**config.mk**
```make
export PLATFORM = sky130hd
export DESIGN_NAME = mcs_io_master
export DESIGN_NICKNAME = d
export VERILOG_FILES = /design/src/rtl/mcs_io_master.sv
export SDC_FILE = /design/constraint.sdc
export NUM_CORES = 1
export LEC_CHECK = 0
export ABC_AREA = 1
export BUFFER_PORTS_ARGS = -buffer_cell sky130_fd_sc_hd__buf_4
export CAP_MARGIN = 40
export CORE_ASPECT_RATIO = 0.6
export CORE_MARGIN = 2
export CORE_UTILIZATION = 50
export DETAILED_ROUTE_END_ITERATION = 6
export GPL_ROUTABILITY_DRIVEN = 0
export PLACE_DENSITY = 0.84
export SYNTH_ARGS = -nofsm -noshare
export SYNTH_HDL_FRONTEND = slang
export SYNTH_SLANG_ARGS = --single-unit
```
**constraint.sdc**
```tcl
create_clock -name clk -period 2.75 [get_ports clk]
set_input_delay 0.275 -clock clk [delete_from_list [all_inputs] [get_ports clk]]
set_output_delay 0.275 -clock clk [all_outputs]
set_load 0.02 [all_outputs]
```
**src/rtl/mcs_io_master.sv**
```systemverilog
// Single-outstanding initiator for the MicroBlaze MCS IO bus: takes one command,
// issues a one-cycle strobe, waits (bounded) for io_ready and returns a response.
module mcs_io_master #(
    parameter int TIMEOUT = 255
) (
    input  logic        clk,
    input  logic        reset,
    input  logic        cmd_valid,
    output logic        cmd_ready,
    input  logic        cmd_wr,
    input  logic [31:0] cmd_addr,
    input  logic [31:0] cmd_wdata,
    input  logic [3:0]  cmd_be,
    output logic        rsp_valid,
    input  logic        rsp_ready,
    output logic [31:0] rsp_rdata,
    output logic        rsp_err,
    output logic        busy,
    output logic        io_addr_strobe,
    output logic        io_read_strobe,
    output logic        io_write_strobe,
    output logic [31:0] io_address,
    output logic [3:0]  io_byte_enable,
    output logic [31:0] io_write_data,
    input  logic [31:0] io_read_data,
    input  logic        io_ready
);
    // state  | meaning
    // IDLE   | ready for a command, io_ready ignored
    // STROBE | one-cycle address/read/write strobe, zero-wait completion possible
    // WAIT   | strobes low, bus outputs held, counting toward TIMEOUT
    // RESP   | response presented until rsp_ready
    typedef enum logic [1:0] {IDLE, STROBE, WAIT, RESP} state_t;

    localparam int CW = (TIMEOUT > 0) ? $clog2(TIMEOUT + 1) : 1;
    // WAIT is entered with the counter at 0 one cycle after the strobe, so the
    // last accepted io_ready cycle is seen with the counter at TIMEOUT-1.
    localparam int TLAST = (TIMEOUT > 0) ? TIMEOUT - 1 : 0;
    localparam logic [CW-1:0] CNT_LAST = CW'(TLAST);
    localparam logic [CW-1:0] CNT_MAX  = '1;

    state_t        state;
    logic          wr;
    logic [CW-1:0] cnt;

    always_ff @(posedge clk) begin
        if (reset) begin
            state           <= IDLE;
            wr              <= 1'b0;
            cnt             <= '0;
            cmd_ready       <= 1'b1;
            busy            <= 1'b0;
            rsp_valid       <= 1'b0;
            rsp_rdata       <= '0;
            rsp_err         <= 1'b0;
            io_addr_strobe  <= 1'b0;
            io_read_strobe  <= 1'b0;
            io_write_strobe <= 1'b0;
            io_address      <= '0;
            io_byte_enable  <= '0;
            io_write_data   <= '0;
        end else begin
            case (state)
                IDLE: begin
                    if (cmd_valid) begin
                        wr              <= cmd_wr;
                        io_address      <= cmd_addr;
                        io_write_data   <= cmd_wdata;
                        io_byte_enable  <= cmd_be;
                        io_addr_strobe  <= 1'b1;
                        io_read_strobe  <= ~cmd_wr;
                        io_write_strobe <= cmd_wr;
                        cmd_ready       <= 1'b0;
                        busy            <= 1'b1;
                        state           <= STROBE;
                    end
                end
                STROBE: begin
                    io_addr_strobe  <= 1'b0;
                    io_read_strobe  <= 1'b0;
                    io_write_strobe <= 1'b0;
                    cnt             <= '0;
                    if (io_ready) begin
                        rsp_valid <= 1'b1;
                        rsp_rdata <= wr ? 32'h0 : io_read_data;
                        rsp_err   <= 1'b0;
                        state     <= RESP;
                    end else if (TIMEOUT == 0) begin
                        rsp_valid <= 1'b1;
                        rsp_rdata <= 32'h0;
                        rsp_err   <= 1'b1;
                        state     <= RESP;
                    end else begin
                        state <= WAIT;
                    end
                end
                WAIT: begin
                    if (io_ready) begin
                        rsp_valid <= 1'b1;
                        rsp_rdata <= wr ? 32'h0 : io_read_data;
                        rsp_err   <= 1'b0;
                        state     <= RESP;
                    end else if (cnt == CNT_LAST) begin
                        rsp_valid <= 1'b1;
                        rsp_rdata <= 32'h0;
                        rsp_err   <= 1'b1;
                        state     <= RESP;
                    end else if (cnt != CNT_MAX) begin
                        cnt <= cnt + 1'b1;
                    end
                end
                RESP: begin
                    if (rsp_ready) begin
                        rsp_valid <= 1'b0;
                        cmd_ready <= 1'b1;
                        busy      <= 1'b0;
                        state     <= IDLE;
                    end
                end
                default: begin
                    state <= IDLE;
                end
            endcase
        end
    end
endmodule

```
# Yosys cells after proc, flatten, opt, wreduce, memory -nomap -nowiden
# Cells that the tools add are included.
# totals
register_bits,118
output_inout_bits,107
input_bits,106
# classes
reduce_logical,12
bitwise,1
muxes,33
eq_ne,12
n_addsub,1
# op_table
operator,count
two-way mux 32 bit,4
one-hot mux 32 bit (2 select lines),1
two-way mux 8 bit,3
one-hot mux 8 bit (2 select lines),1
two-way mux 1 bit,12
"inequality test 2 bit, second input constant",6
one-hot mux 1 bit (2 select lines),6
AND reduction 3 bit,3
"adder 8 x 1 -> 8 bit, second input constant",1
"== test 8 bit, second input constant",1
two-way mux 2 bit,4
"inequality test 8 bit, second input constant",1
one-hot mux 2 bit (4 select lines),1
AND reduction 4 bit,2
nonzero test 2 bit,3
"== test 2 bit, second input constant",2
AND reduction 2 bit,2
"inequality test 3 bit, second input constant",1
one-hot mux 1 bit (3 select lines),1
nonzero test 3 bit,1
"== test 2 x 1 -> 1 bit, second input constant",1
zero test 2 bit,1
NOT 1 bit,1

# Logic depth before layout (Yosys ltp)
# Gate-level depths: netlist of the first run.
# logic_depth
word_depth,5
mapped_depth,11

# Least setup slack after synthesis of the first run
# OpenSTA, ideal clock, no wires.
# synth_timing
kind,register to register
start,reg state[1]
end,reg rsp_rdata[0]
t_required_ns,2.635
t_arrival_ns,1.416
path_slack_ns,1.219
period_less_slack_ns,1.531
path_stages_with_launch,10
cell_sequence,dfxtp_1 inv_1 ha_1 inv_2 nor2_1 a21oi_2 nand2_2 buf_4 o21ai_1 nor2_1
# synth_via
elab_chain_cells,3
elab_cells_between_ends,7
classes_between,eq/ne: 4; mux: 1; reduce/logical: 2
# synth_lines
element,line,text
"start, declared",42,state_t state;
"start signal, assigned",48,state <= IDLE;
"start signal, assigned",75,state <= STROBE;
"start signal, assigned",87,state <= RESP;
== test 2 bit / == test 2 x 1 -> 1 bit (equally long branches),63,case (state)
inequality test 3 bit (no source line) (tied with other cells),-,
AND reduction 3 bit (no source line),-,
"end signal, assigned",85,rsp_rdata <= wr ? 32'h0 : io_read_data;
"end signal, assigned",100,rsp_rdata <= wr ? 32'h0 : io_read_data;
"end, declared",16,"output logic [31:0] rsp_rdata,"
# Several ways; a longest one is shown, not always the timed one.
# A chain may end at the register's enable or synchronous reset.

# Worst setup path after layout of the first run
# layout_timing
start,reg state[0]
end,reg rsp_rdata[20]
# Same word-level chain as after synthesis.

==> results of run 1 <==
[metal layers]
layer  wire, um  share of wire (%)  up-vias
met3       1190                8.6       26
met2       6550                 47      236
met5          0                  0        -
met1       5810                 42     2214
met4        266                1.9        0
li1           -                  -     2378
[critical path, stage by stage (launching register included)]
cell	delay [ns]
dfxtp_1	0.33
inv_1	0.11
ha_1	0.19
inv_2	0.10
nor2_1	0.24
nand2_2	0.23
nand2_2	0.52
nand2_1	0.16
a21oi_1	0.20
[layout make-up]
class	count	area [um2]	share of cell area (%)
Sequential cell	118	2360	34.9
Multi-Input combinational cell	423	1920	28.4
Timing Repair Buffer	219	1640	24.3
Clock buffer	22	464	6.87
Tap cell	112	140	2.07
Clock inverter	10	128	1.89
Inverter	28	105	1.55
[logic make-up (layout without fill, tap and decap cells)]
logic type,Yosys count,after routing
AND/OR/NAND/NOR,287,287
AO/OA/AOI/OAI,128,128
adder cells (fa/ha/maj),7,7
flip-flops,118,118
buffers and inverters,67,279
XOR/XNOR,1,1
[state kept, by name (all words and copies together), names as in the netlist]
signal           count
io_write_strobe      1
rsp_valid            1
io_addr_strobe       1
rsp_rdata           32
cnt                  8
state                2
io_write_data       32
busy                 1
cmd_ready            1
io_read_strobe       1
io_byte_enable       4
wr                   1
io_address          32
rsp_err              1
[through the flow]
| step | cell area, um2 | util [%] | std cells | setup WS [ns] |
|---|---|---|---|---|
| floorplan | 4570 | - | 608 | 1.22 |
| global placement | 6170 | 71.0 | 900 | 0.796 |
| detailed placement | 6170 | 71.0 | 900 | 0.678 |
| CTS | 6760 | 77.8 | 932 | 0.613 |
| global route | 6760 | 77.8 | 932 | 0.328 |
| finish | 6760 | 77.8 | 932 | 0.574 |
[layout by cell type (no fill, tap or decap)]
cell type and instances:
nand2_1 58, clkinv_1 1, nor2_1 182, nand3_1 15, buf_4 219, inv_1 22, clkinvlp_4 1, clkbuf_1 3
clkinv_2 6, o21ai_1 8, nand4_1 25, ha_1 7, inv_2 5, a21oi_2 1, clkbuf_16 17, xnor2_1 1
o21ai_0 74, a21oi_1 45, dfxtp_1 118, or2_2 3, nor2_2 1, nand2_2 3, bufinv_16 3, clkbuf_8 2
[power groups by stage]
stage	combinational [mW]	clock, mW	sequential [mW]
finish	3.47	2.21	2.59
floorplan	1.56	0	3.17
detailed placement	3.43	0	2.60
global route	3.80	2.30	2.65
global placement	3.30	0	2.57
CTS	3.45	2.23	2.58
[final timing paths]
path                                    from                              to  slack [ns]  cells past startpoint
hold / removal                 cmd_wdata[12]  io_write_data[12]$_SDFFE_PP0P_        0.12                      3
setup / recovery       state[0]$_SDFFE_PP0P_      rsp_rdata[20]$_SDFFE_PP0P_        0.57                      8
hold reg to reg   rsp_rdata[28]$_SDFFE_PP0P_      rsp_rdata[28]$_SDFFE_PP0P_        0.47                      2
setup reg to reg       state[0]$_SDFFE_PP0P_      rsp_rdata[20]$_SDFFE_PP0P_        0.57                      8
==> flow_summary_export.csv, run 1 <==
group,metric,value,unit
yosys,synth-compound-area-share,14.1,%
die,rows,26,
grt,grt_first_pass_wirelength,22.3,mm
place,io_buffers,212,
yosys,seq_area_frac_synth,51.7,%
yosys,synthTopCellsByArea,"dfxtp_1 (52%), nor2_1 (15%), o21ai_0 (8.1%), a21oi_1 (4.9%), nand2_1 (4.8%)",
timing,max_freq,0.459,GHz
timing,finalSetupTns,0,ns
clocking,clock-sinks,118,
critical_path,arrival,2.50,ns
power,p_leak,3.16,nW
timing,max_slew_margin,55.7,%
detailed_routing,post_drt_via_cell_ratio,5.21,
detailed_routing,drt_iter0_drc,355,
clocking,clockRootBuffer,"clkbuf_16",
yosys,synth_top_area_share,51.7,%
grt,met1_usage,35.1,%
yosys,synth_edf_count,0,
die,start_util,52.7,%
detailed_routing,drc,0,
yosys,ys.flop_type,"dfxtp_1",
yosys,yosysUniqueCellTypes,22,
timing,fin_skew,0.00739,ns
detailed_routing,routedWlPerCell,14.8,um
flow_run,max_cap_viol_count,0,
clocking,clk-insertion-delay-late,0.40,ns
power,power.share.switching,39.4,%
timing,period_share,79.1,%
final_layout,area_growth,47.8,%
yosys,synth_simple_gate_area_share,25.7,%
clocking,h-tree-depth,4,
critical_path,cp-end-kind,"flip-flop",
clocking,clock_path_buffers,2,
die,dieArea,9950,um2
final_layout,final_nets,920,
timing,worst_pin_slew,0.665,ns
detailed_routing,wl,13.8,mm
yosys,synth_top_family_by_area,"simple AND/OR/NAND/NOR gates",
clocking,clkTransAtPathRegs,0.06,ns
place,place_hpwl,9.61,mm
yosys,synthXorXnorAreaFrac,0.192,%
yosys,yosysWarnings,0,
yosys,synth_area_per_cell,7.52,um2
yosys,postSynthCellCount,608,
critical_path,critical_path_peak_fanout,33,
yosys,synth_mux_area_share,0,%
clocking,cts-buffers-inserted,17,
yosys,yosys.area_share.adder,1.92,%
final_layout,nFillCells,625,
final_layout,n_antenna_cell,0,
die,die_x,127,um
clocking,cts_resized,0,
detailed_routing,dr.pass1.iters,6,
timing,maxSlewViolCount,0,
die,core_area,8690,um2
grt,antenna_found_initial,0,
grt,grt_most_used_layer,"met2",
power,internal_power,5.01,mW
yosys,synth_nets,721,
power,vdd_ir_drop_max,0.679,mV
grt,grt.met3_usage,7.98,%
timing,rsz0062_at_grt,"false",
outcome,status,"complete, no violations",
grt,grt_use_total,28.1,%
critical_path,path_class,"reg2reg",
timing,setup_viol,0,
detailed_routing,routed-via-count,4854,
timing,hold_violations,0,
clocking,cts_setup_buffers,0,
timing,hold_slack,0.121,ns
detailed_routing,antenna_left,0,
grt,grt_overflow_total,0,
yosys,synth.cell_area,4570,um2
worst_hold_path,min_path_type,"in2reg",
clocking,cts_hold_repair.buffers,0,
die,io_pins,213,
power,p_total,8.27,mW
clocking,cts_tree,"done",
yosys,async_flop_share,0,%
critical_path,cp-start-kind,"flip-flop",
power,p_per_area,1220,nW/um2
power,p_clk_share,26.7,%
yosys,yosysMostFrequentCell,"nor2_1",
timing,fin_crit,2.18,ns
power,p_sw,3.26,mW
power,seq_power_share,31.4,%
yosys,ys_ff_latch,118,
yosys,yosys-top-cells-count,"nor2_1 (182), dfxtp_1 (118), o21ai_0 (74), nand2_1 (59), a21oi_1 (45)",
final_layout,drive_gt1_share,31.8,%
critical_path,critPathRequiredTime,3.07,ns
grt,grt_max_degree,70,
grt,grtUsageMet2,46.7,%
power,pwr-share-comb,41.9,%
die,fp.dieH,78.1,um
yosys,yosysTopAreaCell,"dfxtp_1",
grt,grt_pass1_vias,4664,
(Power assumes the default switching activity.)
==> run 2, diff against run 1 <==
Settings changed: CORE_UTILIZATION 50 to 46, PLACE_DENSITY 0.84 to 0.78.
Clock period 2.75 ns to 2.02 ns, I/O delays scaled along.
==> run 2 against run 1 <==
Effect of this change:
- maximum frequency is 18% higher
- first-iteration DRC count is 12% lower
- cell count is 3.0% higher
- core utilization is 7.2 points lower
- highest routed layer unchanged
==> flow_summary_export.csv, run 2 (same netlist as run 1, synthesis figures left out) <==
group,metric,value,unit
outcome,status,"complete, no violations",
detailed_routing,routedWlPerCell,13.8,um
place,io_buffers,212,
clocking,cts_setup_buffers,0,
clocking,cts_hold_repair.buffers,0,
detailed_routing,drt_iter0_drc,314,
critical_path,r2r-end,"rsp_rdata[30]$_SDFFE_PP0P_",
detailed_routing,routed-via-count,4756,
die,die_x,133,um
flow_run,max_cap_viol_count,0,
timing,worst_pin_slew,0.368,ns
final_layout,n_antenna_cell,0,
critical_path,cp_cell_sequence,"inv_1 -> ha_1 -> inv_2 -> nor2_2 -> nand2_4 -> nand2_2 -> buf_12 -> nand2_1 -> a21oi_1",
critical_path,cp-start-kind,"flip-flop",
critical_path,path_class,"reg2reg",
worst_hold_path,min_path_type,"in2reg",
clocking,clock-sinks,118,
timing,finalSetupTns,0,ns
power,p_leak,3.20,nW
detailed_routing,post_drt_via_cell_ratio,4.95,
grt,grt_pass1_vias,4307,
grt,grt_max_degree,70,
critical_path,crit_family,"simple AND/OR/NAND/NOR gates",
grt,grt_first_pass_wirelength,21.1,mm
final_layout,fin_area,6900,um2
detailed_routing,drc,0,
clocking,clock_path_buffers,2,
grt,antenna_found_initial,0,
critical_path,arrival,2.16,ns
final_layout,final_nets,925,
final_layout,nFillCells,771,
critical_path,slowest_stage,"dfxtp_1",
die,fp.dieH,81.2,um
timing,max_freq,0.542,GHz
power,p_clk_share,27.0,%
critical_path,reg2reg_slack,0.17,ns
power,vdd_ir_drop_max,0.857,mV
grt,grt_overflow_total,0,
power,power.share.switching,38.5,%
critical_path,reg2reg_depth,9,
critical_path,startpoint,"state[0]$_SDFFE_PP0P_",
critical_path,critical_path_peak_fanout,33,
die,rows,28,
clocking,clk-insertion-delay-late,0.40,ns
final_layout,area_growth,50.9,%
power,seq_power_share,30.5,%
final_layout,drive_gt1_share,32.4,%
die,dieArea,10800,um2
die,io_pins,213,
detailed_routing,antenna_left,0,
timing,hold_violations,0,
clocking,h-tree-depth,4,
timing,fin_crit,1.85,ns
timing,fin_skew,0.00888,ns
timing,rsz0062_at_grt,"false",
final_layout,final_common_cell,"buf_4",
critical_path,rr_startpoint,"state[0]$_SDFFE_PP0P_",
power,pwr-share-comb,42.5,%
timing,setup_viol,0,
power,p_sw,4.43,mW
die,start_util,46.8,%
clocking,clockRootBuffer,"clkbuf_16",
power,internal_power,7.08,mW
detailed_routing,wl,13.2,mm
die,core_area,9770,um2
final_layout,final_cell_mix,"buf_4 (220), nor2_1 (181), dfxtp_1 (118)",
place,dpl-instance-area,6280,um2
grt,grt_use_total,24.6,%
timing,max_slew_margin,75.4,%
final_layout,largest_registers,"io_address: 32 flops, io_write_data: 32 flops, rsp_rdata: 32 flops",
place,place_hpwl,9.30,mm
critical_path,cp-end-kind,"flip-flop",
critical_path,cp.depth,9,
critical_path,critPathRequiredTime,2.33,ns
timing,period_share,91.3,%
critical_path,critPathBufInv,3,
timing,maxSlewViolCount,0,
critical_path,critPathCapture,"rsp_rdata[30]$_SDFFE_PP0P_",
critical_path,cpPeakStageDelay,0.34,ns
power,p_per_area,1670,nW/um2
clocking,clkTransAtPathRegs,0.06,ns
detailed_routing,dr.pass1.iters,5,
clocking,cts-buffers-inserted,17,
clocking,cts_tree,"done",
## run 2: metal layers
metal | vias up | routed length [um] | GRT usage, %
li1 | 2393 | - | -
met1 | 2153 | 5820 | 31.8
met2 | 198 | 6150 | 39.5
met3 | 12 | 1120 | 7.37
met4 | 0 | 154 | 8.92
met5 | - | 0 | 0
## run 2: final cells by class
| class | instances | area (um2) | share of cell area [%] |
|---|---|---|---|
| sequential | 118 | 2360 | 34.2 |
| multi-input combinational | 423 | 1930 | 27.9 |
| timing repair buffer | 224 | 1730 | 25.1 |
| clock buffer | 22 | 454 | 6.58 |
| tap | 135 | 169 | 2.45 |
| clock inverter | 10 | 153 | 2.21 |
| inverter | 28 | 105 | 1.52 |
## run 2: metrics by stage
| step | instances | util (%) | power (mW) | hold WS [ns] | setup WS (ns) |
|---|---|---|---|---|---|
| after CTS | 960 | 70.6 | 11.5 | 0.0395 | 0.0683 |
| after global placement | 928 | 64.3 | 8.21 | 0.448 | 0.269 |
| final | 960 | 70.6 | 11.5 | 0.0510 | 0.175 |
| after detailed placement | 928 | 64.3 | 8.39 | 0.457 | 0.0456 |
| after floorplan | 608 | - | 6.44 | 0.346 | 0.489 |
| after global routing | 960 | 70.6 | 12.2 | 0.0410 | 0.0337 |
## run 2: worst min path at each step
stage / from / to / slack (ns) / cells past startpoint
3_5_place_dp: rsp_rdata[31]$_SDFFE_PP0P_ / rsp_rdata[31]$_SDFFE_PP0P_ / 0.46 / 2
3_3_place_gp: cmd_wdata[25] / io_write_data[25]$_SDFFE_PP0P_ / 0.45 / 3
6_report: cmd_addr[21] / io_address[21]$_SDFFE_PP0P_ / 0.05 / 3
2_1_floorplan: cmd_wr / wr$_SDFFE_PP0P_ / 0.35 / 2
4_1_cts: cmd_addr[21] / io_address[21]$_SDFFE_PP0P_ / 0.04 / 3
5_1_grt: cmd_addr[21] / io_address[21]$_SDFFE_PP0P_ / 0.04 / 3
## run 2: repair_timing
action | CTS | global route
setup endpoints to repair | 1 | 25
resized for setup | 1 | 2
gates cloned | 0 | 0
## run 2: power by group through the flow
| stage | Sequential, mW | Combinational, mW | Clock (mW) |
|---|---|---|---|
| after floorplan | 4.32 | 2.12 | 0 |
| after global placement | 3.50 | 4.71 | 0 |
| after detailed placement | 3.54 | 4.85 | 0 |
| after CTS | 3.51 | 4.87 | 3.14 |
| after global routing | 3.59 | 5.35 | 3.25 |
| final | 3.51 | 4.89 | 3.10 |
## run 2: worst register-to-register path, delay by kind of cell (launching register included)
kind | cells | cell delay [ns]
AOI/OAI and AO/OA | 1 | 0.18
DFF | 1 | 0.34
adders and majority gates | 1 | 0.19
buffers and inverters | 3 | 0.40
and+or+nand+nor | 4 | 0.64
